$ cat src/rtl/mips_multicycle_ctrl_pkg.sv
// Shared types and encodings for the multi-cycle MIPS control unit.
// Holds the state enum, the opcode/funct values and the datapath select codes.
package mips_ctrl_pkg;

  typedef enum logic [3:0] {
    IDLE, FETCH, DECODE, MEMADR, MEMRD, MEMWB, MEMWR, EXEC,
    ALUWB, IEXEC, IWB, BRANCH, JUMP, ILLEGAL, FAULT
  } state_t;

  // Selects which rule the ALU decoder applies in the current state.
  typedef enum logic [2:0] {
    ALU_CLS_NONE, ALU_CLS_ADD, ALU_CLS_SUB, ALU_CLS_RTYPE, ALU_CLS_ITYPE
  } alu_cls_t;

  localparam logic [5:0] OP_RTYPE = 6'h00;
  localparam logic [5:0] OP_J     = 6'h02;
  localparam logic [5:0] OP_BEQ   = 6'h04;
  localparam logic [5:0] OP_ADDI  = 6'h08;
  localparam logic [5:0] OP_ANDI  = 6'h0C;
  localparam logic [5:0] OP_ORI   = 6'h0D;
  localparam logic [5:0] OP_LW    = 6'h23;
  localparam logic [5:0] OP_SW    = 6'h2B;

  localparam logic [5:0] FN_ADD = 6'h20;
  localparam logic [5:0] FN_SUB = 6'h22;
  localparam logic [5:0] FN_AND = 6'h24;
  localparam logic [5:0] FN_OR  = 6'h25;
  localparam logic [5:0] FN_SLT = 6'h2A;

  localparam logic [2:0] ALU_AND = 3'b000;
  localparam logic [2:0] ALU_OR  = 3'b001;
  localparam logic [2:0] ALU_ADD = 3'b010;
  localparam logic [2:0] ALU_SUB = 3'b110;
  localparam logic [2:0] ALU_SLT = 3'b111;

  localparam logic [1:0] SRCB_RT     = 2'b00;
  localparam logic [1:0] SRCB_FOUR   = 2'b01;
  localparam logic [1:0] SRCB_IMM    = 2'b10;
  localparam logic [1:0] SRCB_IMM_SH = 2'b11;

  localparam logic [1:0] PC_ALU    = 2'b00;
  localparam logic [1:0] PC_ALUOUT = 2'b01;
  localparam logic [1:0] PC_JUMP   = 2'b10;

endpackage

$ cat src/rtl/mips_multicycle_ctrl_alu_decode.sv
// Combinational ALU operation / extender decode.
// The FSM picks the rule class; this block resolves it against opcode and funct.
module mips_alu_decode
  import mips_ctrl_pkg::*;
(
  input  logic [5:0] opcode,
  input  logic [5:0] funct,
  input  alu_cls_t   alu_cls,
  output logic [2:0] alu_op,
  output logic       ext_sel,
  output logic       funct_ok
);

  always_comb begin
    alu_op   = ALU_AND;
    ext_sel  = 1'b1;
    funct_ok = 1'b0;

    case (funct)
      FN_ADD, FN_SUB, FN_AND, FN_OR, FN_SLT: funct_ok = 1'b1;
      default:                               funct_ok = 1'b0;
    endcase

    case (alu_cls)
      ALU_CLS_ADD: alu_op = ALU_ADD;
      ALU_CLS_SUB: alu_op = ALU_SUB;
      ALU_CLS_RTYPE: begin
        case (funct)
          FN_ADD:  alu_op = ALU_ADD;
          FN_SUB:  alu_op = ALU_SUB;
          FN_AND:  alu_op = ALU_AND;
          FN_OR:   alu_op = ALU_OR;
          FN_SLT:  alu_op = ALU_SLT;
          default: alu_op = ALU_AND;
        endcase
      end
      ALU_CLS_ITYPE: begin
        // Logical immediates use a zero-extended operand.
        case (opcode)
          OP_ANDI: begin
            alu_op  = ALU_AND;
            ext_sel = 1'b0;
          end
          OP_ORI: begin
            alu_op  = ALU_OR;
            ext_sel = 1'b0;
          end
          default: alu_op = ALU_ADD;
        endcase
      end
      default: alu_op = ALU_AND;
    endcase
  end

endmodule

$ cat src/rtl/mips_multicycle_ctrl.sv
// Multi-cycle MIPS control FSM: sequences fetch/decode/execute, handshakes with
// memory, and traps illegal instructions and bus timeouts.
module mips_multicycle_ctrl
  import mips_ctrl_pkg::*;
#(
  parameter int MEM_TIMEOUT = 15,
  parameter int TMO_W       = 4
) (
  input  logic       clk,
  input  logic       reset_n,
  input  logic [5:0] opcode,
  input  logic [5:0] funct,
  input  logic       zero,
  input  logic       mem_ready,
  output logic       mem_req,
  output logic       mem_write,
  output logic       iord,
  output logic       ir_write,
  output logic       pc_en,
  output logic [1:0] pc_src,
  output logic       alu_src_a,
  output logic [1:0] alu_src_b,
  output logic [2:0] alu_op,
  output logic       ext_sel,
  output logic       reg_dst,
  output logic       mem_to_reg,
  output logic       reg_write,
  output logic       instr_done,
  output logic       illegal,
  output logic       bus_error
);

  state_t             r_state;
  state_t             w_next;
  logic [TMO_W-1:0]   r_tmo_cnt;
  logic               w_tmo_hit;
  alu_cls_t           w_alu_cls;
  logic [2:0]         w_alu_op;
  logic               w_ext_sel;
  logic               w_funct_ok;

  // A ready in the limit cycle still completes the access.
  assign w_tmo_hit = (r_tmo_cnt == TMO_W'(MEM_TIMEOUT)) && !mem_ready;

  always_comb begin
    case (r_state)
      FETCH, DECODE, MEMADR: w_alu_cls = ALU_CLS_ADD;
      EXEC:                  w_alu_cls = ALU_CLS_RTYPE;
      IEXEC:                 w_alu_cls = ALU_CLS_ITYPE;
      BRANCH:                w_alu_cls = ALU_CLS_SUB;
      default:               w_alu_cls = ALU_CLS_NONE;
    endcase
  end

  mips_alu_decode u_alu_decode (
    .opcode   (opcode),
    .funct    (funct),
    .alu_cls  (w_alu_cls),
    .alu_op   (w_alu_op),
    .ext_sel  (w_ext_sel),
    .funct_ok (w_funct_ok)
  );

  always_comb begin
    w_next = r_state;
    case (r_state)
      IDLE:  w_next = FETCH;
      FETCH: begin
        if (mem_ready)      w_next = DECODE;
        else if (w_tmo_hit) w_next = FAULT;
      end
      DECODE: begin
        case (opcode)
          OP_RTYPE:                 w_next = EXEC;
          OP_LW, OP_SW:             w_next = MEMADR;
          OP_BEQ:                   w_next = BRANCH;
          OP_ADDI, OP_ANDI, OP_ORI: w_next = IEXEC;
          OP_J:                     w_next = JUMP;
          default:                  w_next = ILLEGAL;
        endcase
      end
      MEMADR: w_next = (opcode == OP_LW) ? MEMRD : MEMWR;
      MEMRD: begin
        if (mem_ready)      w_next = MEMWB;
        else if (w_tmo_hit) w_next = FAULT;
      end
      MEMWR: begin
        if (mem_ready)      w_next = FETCH;
        else if (w_tmo_hit) w_next = FAULT;
      end
      EXEC:  w_next = w_funct_ok ? ALUWB : ILLEGAL;
      IEXEC: w_next = IWB;
      MEMWB, ALUWB, IWB, BRANCH, JUMP, ILLEGAL: w_next = FETCH;
      FAULT: w_next = FAULT;
      default: w_next = IDLE;
    endcase
  end

  always_ff @(posedge clk or negedge reset_n) begin
    if (!reset_n) begin
      r_state   <= IDLE;
      r_tmo_cnt <= '0;
    end else begin
      r_state <= w_next;
      // Only the wait states loop on themselves, so any transition starts a fresh count.
      if (w_next != r_state)
        r_tmo_cnt <= '0;
      else if (mem_req && !mem_ready)
        r_tmo_cnt <= r_tmo_cnt + TMO_W'(1);
    end
  end

  always_comb begin
    mem_req    = 1'b0;
    mem_write  = 1'b0;
    iord       = 1'b0;
    ir_write   = 1'b0;
    pc_en      = 1'b0;
    pc_src     = PC_ALU;
    alu_src_a  = 1'b0;
    alu_src_b  = SRCB_RT;
    alu_op     = w_alu_op;
    ext_sel    = w_ext_sel;
    reg_dst    = 1'b0;
    mem_to_reg = 1'b0;
    reg_write  = 1'b0;
    instr_done = 1'b0;
    illegal    = 1'b0;
    bus_error  = 1'b0;
    case (r_state)
      FETCH: begin
        mem_req   = 1'b1;
        alu_src_b = SRCB_FOUR;
        ir_write  = mem_ready;
        pc_en     = mem_ready;
      end
      DECODE: alu_src_b = SRCB_IMM_SH;
      MEMADR: begin
        alu_src_a = 1'b1;
        alu_src_b = SRCB_IMM;
      end
      MEMRD: begin
        mem_req = 1'b1;
        iord    = 1'b1;
      end
      MEMWB: begin
        reg_write  = 1'b1;
        mem_to_reg = 1'b1;
        instr_done = 1'b1;
      end
      MEMWR: begin
        mem_req    = 1'b1;
        mem_write  = 1'b1;
        iord       = 1'b1;
        instr_done = mem_ready;
      end
      EXEC: alu_src_a = 1'b1;
      ALUWB: begin
        reg_write  = 1'b1;
        reg_dst    = 1'b1;
        instr_done = 1'b1;
      end
      IEXEC: begin
        alu_src_a = 1'b1;
        alu_src_b = SRCB_IMM;
      end
      IWB: begin
        reg_write  = 1'b1;
        instr_done = 1'b1;
      end
      BRANCH: begin
        alu_src_a  = 1'b1;
        pc_src     = PC_ALUOUT;
        pc_en      = zero;
        instr_done = 1'b1;
      end
      JUMP: begin
        pc_src     = PC_JUMP;
        pc_en      = 1'b1;
        instr_done = 1'b1;
      end
      ILLEGAL: illegal = 1'b1;
      FAULT: begin
        bus_error = 1'b1;
        ext_sel   = 1'b0;
      end
      default: ;
    endcase
  end

endmodule

$ cat config.mk
export PLATFORM = sky130hd
export DESIGN_NAME = mips_multicycle_ctrl
export DESIGN_NICKNAME = d
export VERILOG_FILES = /design/src/rtl/mips_multicycle_ctrl_pkg.sv /design/src/rtl/mips_multicycle_ctrl_alu_decode.sv /design/src/rtl/mips_multicycle_ctrl.sv
export SDC_FILE = /design/constraint.sdc
export NUM_CORES = 1
export LEC_CHECK = 0
export ABC_AREA = 1
export BUFFER_PORTS_ARGS = -buffer_cell sky130_fd_sc_hd__buf_2
export CAP_MARGIN = 20
export CORE_MARGIN = 2
export CORE_UTILIZATION = 50
export DETAILED_ROUTE_END_ITERATION = 8
export PLACE_DENSITY = 0.79
export SYNTH_ARGS = -nofsm -noshare
export SYNTH_HDL_FRONTEND = slang
export SYNTH_SLANG_ARGS = --single-unit
export TNS_END_PERCENT = 50
$ cat constraint.sdc
create_clock -name clk -period 1.9 [get_ports clk]
set_clock_uncertainty 0.1 [all_clocks]
set_input_delay 0.095 -clock clk [delete_from_list [all_inputs] [get_ports clk]]
set_output_delay 0.095 -clock clk [all_outputs]
set_load 0.01 [all_outputs]
==> results of run 1 <==
[area by class of cell]
class	instances	area [um2]
inverter	32	121
fill	197	647
clock buffer	3	22.5
timing repair buffer	40	215
sequential	8	205
tap	27	33.8
multi-input combinational	148	757
[layer usage]
| layer | vias to the layer above | track usage |
|---|---|---|
| li1 | 669 | - |
| met5 | - | 0 |
| met3 | 2 | 0.0417 |
| met1 | 572 | 0.304 |
| met4 | 0 | 0.0315 |
| met2 | 43 | 0.401 |
[stage by stage]
| step | std cells | cell area (um2) | total power, mW |
|---|---|---|---|
| after floorplan | 190 | 1080 | 1.20 |
| after global placement | 252 | 1290 | 1.48 |
| after detailed placement | 252 | 1290 | 1.49 |
| after CTS | 256 | 1320 | 1.63 |
| after global routing | 258 | 1360 | 1.84 |
| final | 258 | 1360 | 1.67 |
[report_power, final]
part	internal, mW	switching [mW]
clock network	0.0722	0.0566
registers	0.222	0.0949
logic	0.456	0.771
[sequential cells by signal (all words and copies together), names as in the netlist]
name	flops
r_state	4
r_tmo_cnt	4
[logic make-up after synthesis]
| group | count (synthesis) | synth area share |
|---|---|---|
| buf+inv | 34 | 0.129 |
| compound gates | 12 | 0.0647 |
| flops | 8 | 0.185 |
| fa+ha+maj | 1 | 0.0116 |
| simple gates | 131 | 0.575 |
| xor+xnor | 3 | 0.0243 |
| mux | 1 | 0.0104 |
[placed cells by master, fill, tap and decap left out]
cell type | Yosys | final
a211o_1 | 1 | 1
a21oi_1 | 1 | 1
and2_1 | 1 | 1
buf_2 | 0 | 35
buf_4 | 1 | 4
clkbuf_4 | 0 | 3
clkinv_2 | 1 | 1
dfrtp_1 | 8 | 4
dfrtp_2 | 0 | 4
dlygate4sd3_1 | 0 | 1
ha_2 | 0 | 1
inv_1 | 22 | 22
inv_2 | 9 | 9
mux2_2 | 1 | 1
nand2_1 | 42 | 41
nand2_2 | 7 | 8
nand2_4 | 2 | 2
nand3_1 | 16 | 16
nand4_1 | 4 | 4
nor2_1 | 42 | 40
nor2_2 | 10 | 11
nor2_4 | 5 | 6
nor3_1 | 2 | 2
o211ai_1 | 2 | 2
o21ai_0 | 7 | 7
o22ai_1 | 1 | 1
xnor2_1 | 1 | 1
xor2_1 | 2 | 2
[what timing repair did]
item	4_1_cts	5_1_grt
endpoints found under the hold margin	8	0
buffers inserted	0	2
gates resized for setup	0	9
hold buffers	1	0
setup endpoints to repair	0	6
[path summary, 6_finish.rpt]
path | from | slack [ns] | end
max in group asynchronous | reset_n | 1.40 | r_state[3]
max | r_tmo_cnt[0] | 0.13 | r_tmo_cnt[1]
max reg2reg | r_tmo_cnt[0] | 0.13 | r_tmo_cnt[1]
min in group clk | opcode[3] | 0.18 | r_state[3]
min reg2reg | r_tmo_cnt[3] | 0.49 | r_tmo_cnt[3]
min | reset_n | 0.11 | r_tmo_cnt[3]
==> results.txt, run 1 <==
----------------------------------------------------
[Status]
  Result of the run ... finished clean

[STA]
  Final worst-path setup slack ... about 0.13 ns
  Part of the cycle the worst path needs ... 0.930
  Time the worst path needs with I/O delays and setup ... 1.77 ns
  Slew Viols, Final ... 0
  Setup tns final ... 0 ns
  Maximum frequency from static timing analysis ... 0.566 GHz
  Number of hold violations in the final report ... 0
  Hold_ws ... 0.108 ns
  Actual transition at the worst max-transition pin ... 0.280 ns
  Setup-violating endpoint count in the final report ... 0
  Relative max-transition margin ... 0.812

[Floorplanning]
  IO Count ... 36
  Total number of placement rows ... 16
  Initial standard-cell utilization of the core ... 0.541
  Die outline area ... 0.00255 mm2
  Core ar. ... 0.00200 mm2
  Die Height ... 50.5 um
  Die W ... 50.5 um

[Route]
  Met1 Routed Length ... 1240 um
  DRC viols ... 0
  Drt via density ... 4.98
  Highest routing layer actually used ... met4
  DRC violation total after the first TritonRoute iteration ... 34
  Total vias in the final route ... 1286
  Number of antenna-violating nets in the routed design ... 0
  Detailed-routed wire length on met3 ... 163 um
  Wirelength, routed ... 2750 um
  Met2 WL ... around 1300 um
  Wire length per cell ... 10.7 um
  Detailed-router iteration count before antenna repair ... 4

[Synthesis]
  Synthesized area ... around 0.0011 mm2
  #FFs+latches synth ... 8
  Fraction of synthesis flops using an asynchronous set or reset pin ... 1.00
  Prevailing post-synth register cell ... dfrtp_1
  Sequential element share of the synthesized area ... 0.185
  Top cell types by occurrence after synthesis ... nand2_1 (42), nor2_1 (42), inv_1 (22)
  Number of distinct library cells after synthesis ... 25
  EDFF count, synth ... 0
  Largest cells by area after synthesis ... dfrtp_1 (18%), nand2_1 (15%), nor2_1 (15%), inv_1 (7.6%), nand3_1 (7.4%)
  Net count after synthesis ... 207
  Number of cells produced by synthesis ... 190
  Number of synthesis warnings ... 0
  Portion of synthesized cell area occupied by the leading cell type ... 0.185
  Yosys top cell by area ... dfrtp_1
  Mean instance size in the synthesized netlist ... around 5.7 um2

[Layout]
  Post-layout net count ... 250
  Ratio of cells with drive above 1 in the final layout ... 0.368
  Utilization of the core after routing ... 0.677
  Antenna cells ... 0
  Layout-stage area growth over the synthesis result ... 25.2%

[Critical path]
  Delay of the slowest cell on the worst path ... 0.41 ns
  Crit path buffers/inverters ... 1
  Crit path top cell by count ... nand2_1
  CP Max Fanout ... 4
  Critical Path AT ... roughly 1.9 ns
  Required time at the worst-slack endpoint ... ~2.0 ns
  Number of cells on the critical path ... 12
  Crit path cell chain ... ha_2, nand4_1, nand2_1, nand2_1, nand2_1, inv_1, nand3_1, nand2_1, nand2_1, nor2_1, nand2_2, nor2_1
  Cell type of the slowest stage on the worst timing path ... dfrtp_1
  Type of destination of the critical path ... flip-flop
  Cell count of the worst reg-to-reg path ... 12
  Setup Crit Path Kind ... reg2reg
  Crit start category ... flip-flop
  Cell type group with the largest total delay on the critical path ... simple AND/OR/NAND/NOR gates

[Hold path]
  Class of the worst hold path ... in2async

[Global routing]
  Overflow after GRT ... 0
  Pin count of the biggest net entering global routing ... 9
  Initial antenna violation count ... 0
  First-pass GRT wire length ... roughly 4700 um
  Combined global-route utilization of all metal layers ... 0.231
  Via count of the first global-routing pass ... roughly 1200

[Placed design]
  Worst Setup Slack post-DPL ... ~0.12 ns
  HPWL after DPL ... 2280 um
  Final weighted congestion in routability-driven placement ... 0.965
  # port buffers ... 35

[CTS]
  Worst skew pair latency ... 0.26 ns
  Level count of the clock H-tree ... 1
  Sink count of the clock tree ... 8
  Clock tree root driver cell ... clkbuf_4
  Clock tree buffer depth ... 2
  Number of buffers inserted during clock tree synthesis ... 3
  CTS clk-pin slew, worst paths ... roughly 0.050 ns
  CTS tree ... yes

[Power]
  PD cells ... 1230 mW/mm2
  Maximum resistive drop on vdd ... 0.552 mV
  Static leakage ... 0.796 nW

[Run]
  Number of max-cap violations ... 0

----------------------------------------------------
No activity file was read; power rests on OpenSTA's default activity.
==> run 2: changes to the inputs <==
--- a/config.mk
+++ b/config.mk
@@ -12,6 +12,7 @@
 export CORE_UTILIZATION = 50
 export DETAILED_ROUTE_END_ITERATION = 8
 export PLACE_DENSITY = 0.79
+export RECOVER_POWER = 50
 export SYNTH_ARGS = -nofsm -noshare
 export SYNTH_HDL_FRONTEND = slang
 export SYNTH_SLANG_ARGS = --single-unit
==> run 2 against run 1 <==
Die area is the same. Routed wire length shrank 0.11%. Highest routed layer unchanged. Core utilization shrank 0.062 points. Non-clock buffer count is the same. Power is essentially flat.
==> results.txt, run 2 (synthesis gave the netlist of run 1 again) <==
----------------------------------------------------
[CTS]
  Worst skew pair latency ... 0.26 ns
  Number of buffers inserted during clock tree synthesis ... 3
  Clock tree buffer depth ... 2
  CTS tree ... yes
  Sink count of the clock tree ... 8
  Clock tree root driver cell ... clkbuf_4
  Level count of the clock H-tree ... 1
  CTS clk-pin slew, worst paths ... about 0.050 ns

[Hold path]
  End point of the worst hold path ... r_state[3]
  Class of the worst hold path ... in2reg
  Startpoint of the tightest hold check path ... opcode[3]
  Depth of the worst hold-timing path ... 6

[Global routing]
  Overflow after GRT ... 0
  First-pass GRT wire length ... ~4700 um
  Initial antenna violation count ... 0
  Combined global-route utilization of all metal layers ... 0.231
  Pin count of the biggest net entering global routing ... 9
  Via count of the first global-routing pass ... 1163

[Route]
  Drt via density ... between 4 and 5
  Wire length per cell ... 10.7 um
  Highest routing layer actually used ... met4
  DRC violation total after the first TritonRoute iteration ... 30
  Met1 Routed Length ... 1230 um
  Total vias in the final route ... between 1000 and 1500
  Detailed-routed wire length on met3 ... 163 um
  DRC viols ... 0
  Wirelength, routed ... 2750 um
  Detailed-router iteration count before antenna repair ... 4
  Number of antenna-violating nets in the routed design ... 0
  Met2 WL ... 1340 um

[Critical path]
  Setup Crit Path Kind ... reg2reg
  Start of the worst register-to-register path ... r_tmo_cnt[0]
  Required time at the worst-slack endpoint ... 1.99 ns
  Crit start category ... flip-flop
  Cell type of the slowest stage on the worst timing path ... dfrtp_1
  Cell type group with the largest total delay on the critical path ... simple AND/OR/NAND/NOR gates
  CP Max Fanout ... 4
  Delay of the slowest cell on the worst path ... 0.41 ns
  Crit path top cell by count ... nand2_1
  Type of destination of the critical path ... flip-flop
  Cell count of the worst reg-to-reg path ... 12
  Critical Path AT ... 1.86 ns
  Worst reg-to-reg setup slack ... 0.13 ns
  Crit path cell chain ... ha_2, nand4_1, nand2_1, nand2_1, nand2_1, inv_1, nand3_1, nand2_1, nand2_1, nor2_1, nand2_2, nor2_1
  Startpoint of the most critical setup path ... r_tmo_cnt[0]
  R2R Path End ... r_tmo_cnt[1]
  Crit path buffers/inverters ... 1

[STA]
  Maximum frequency from static timing analysis ... 0.565 GHz
  Final worst-path setup slack ... 0.130 ns
  Part of the cycle the worst path needs ... 0.932
  Actual transition at the worst max-transition pin ... 0.444 ns
  Time the worst path needs with I/O delays and setup ... 1.77 ns
  Setup-violating endpoint count in the final report ... 0
  Relative max-transition margin ... 0.704
  Slew Viols, Final ... 0
  Number of hold violations in the final report ... 0

[Placed design]
  Area post-placement ... 0.00129 mm2
  HPWL after DPL ... between 2000 and 2500 um
  Worst Setup Slack post-DPL ... 0.125 ns
  Final weighted congestion in routability-driven placement ... between 0.9 and 1
  Count of placed standard cells including taps ... about 250
  # port buffers ... 35

[Power]
  Static leakage ... between 0.7 and 0.8 nW
  Maximum resistive drop on vdd ... 0.552 mV
  PD cells ... 1240 mW/mm2

[Status]
  Result of the run ... finished clean

[Layout]
  Ratio of cells with drive above 1 in the final layout ... 0.364
  Utilization of the core after routing ... 0.676
  Post-route insts no fill ... 258
  Layout-stage area growth over the synthesis result ... 25.1%
  Most frequent cells in the layout ... nand2_1 (41), nor2_1 (40), buf_2 (34)
  Antenna cells ... 0
  Post-layout net count ... 250
  Filler instances ... 198
  Largest registers ranked by flip-flop count ... r_state: 4 flops, r_tmo_cnt: 4 flops
  Most frequent standard cell in the layout excluding fill and tap cells ... nand2_1
  Total non-filler cell area in the finished layout ... 0.00135 mm2

[Floorplanning]
  Die W ... just over 50 um
  Total number of placement rows ... 16
  Core ar. ... 0.00200 mm2
  Initial standard-cell utilization of the core ... 0.541
  Die outline area ... 0.00255 mm2
  IO Count ... 36
  Die Height ... 50.5 um

[Run]
  Number of max-cap violations ... 0

----------------------------------------------------
run 2: tightest hold or removal path: cells and delay by family:
kind / cells / cell delay, ns
buf+inv: 1 / 0.11
simple gates: 5 / 0.28
run 2: per-layer routing:
metal,GRT usage,up-vias
li1,-,668
met4,0.0315,0
met5,0,-
met2,0.401,43
met3,0.0417,2
met1,0.304,574
run 2: through the flow:
stage | TNS [ns] | total power, mW | hold WS (ns)
after floorplan | 0 | 1.20 | -0.301
after global placement | 0 | 1.48 | -0.156
after detailed placement | 0 | 1.49 | -0.153
after CTS | 0 | 1.63 | 0.102
after global routing | -0.00917 | 1.84 | 0.208
final | 0 | 1.67 | 0.183
run 2: where the power goes:
part / internal [mW] / switching [mW] / leakage (nW)
Sequential: 0.222 / 0.0948 / 0.101
Clock: 0.0722 / 0.0564 / 0.0138
Combinational: 0.455 / 0.771 / 0.678
Total: 0.750 / 0.923 / 0.793
run 2: how the worst max path moves through the flow:
| stage | endpoint | slack (ns) | cells past startpoint |
|---|---|---|---|
| after global placement | r_tmo_cnt[2] | 0.13 | 13 |
| after detailed placement | r_tmo_cnt[0] | 0.12 | 10 |
| final | r_tmo_cnt[1] | 0.13 | 12 |
| after CTS | alu_op[1] | 0.06 | 7 |
| after global routing | r_tmo_cnt[0] | -0.009 | 13 |
| after floorplan | r_tmo_cnt[0] | 0.23 | 13 |
run 2: layout make-up:
cell class	instances	area [um2]	share of cell area
Multi-Input combinational cell	148	757	0.559
Timing Repair Buffer	40	214	0.158
Sequential cell	8	205	0.152
Inverter	32	121	0.0896
Clock buffer	3	22.5	0.0166
Tap cell	27	33.8	0.0250
run 2: repair_timing:
action	in CTS	in global routing
gates resized for setup	0	9
setup buffers	0	2
endpoints found under the hold margin	8	0
hold buffers	1	0
endpoints found under the setup margin	0	6
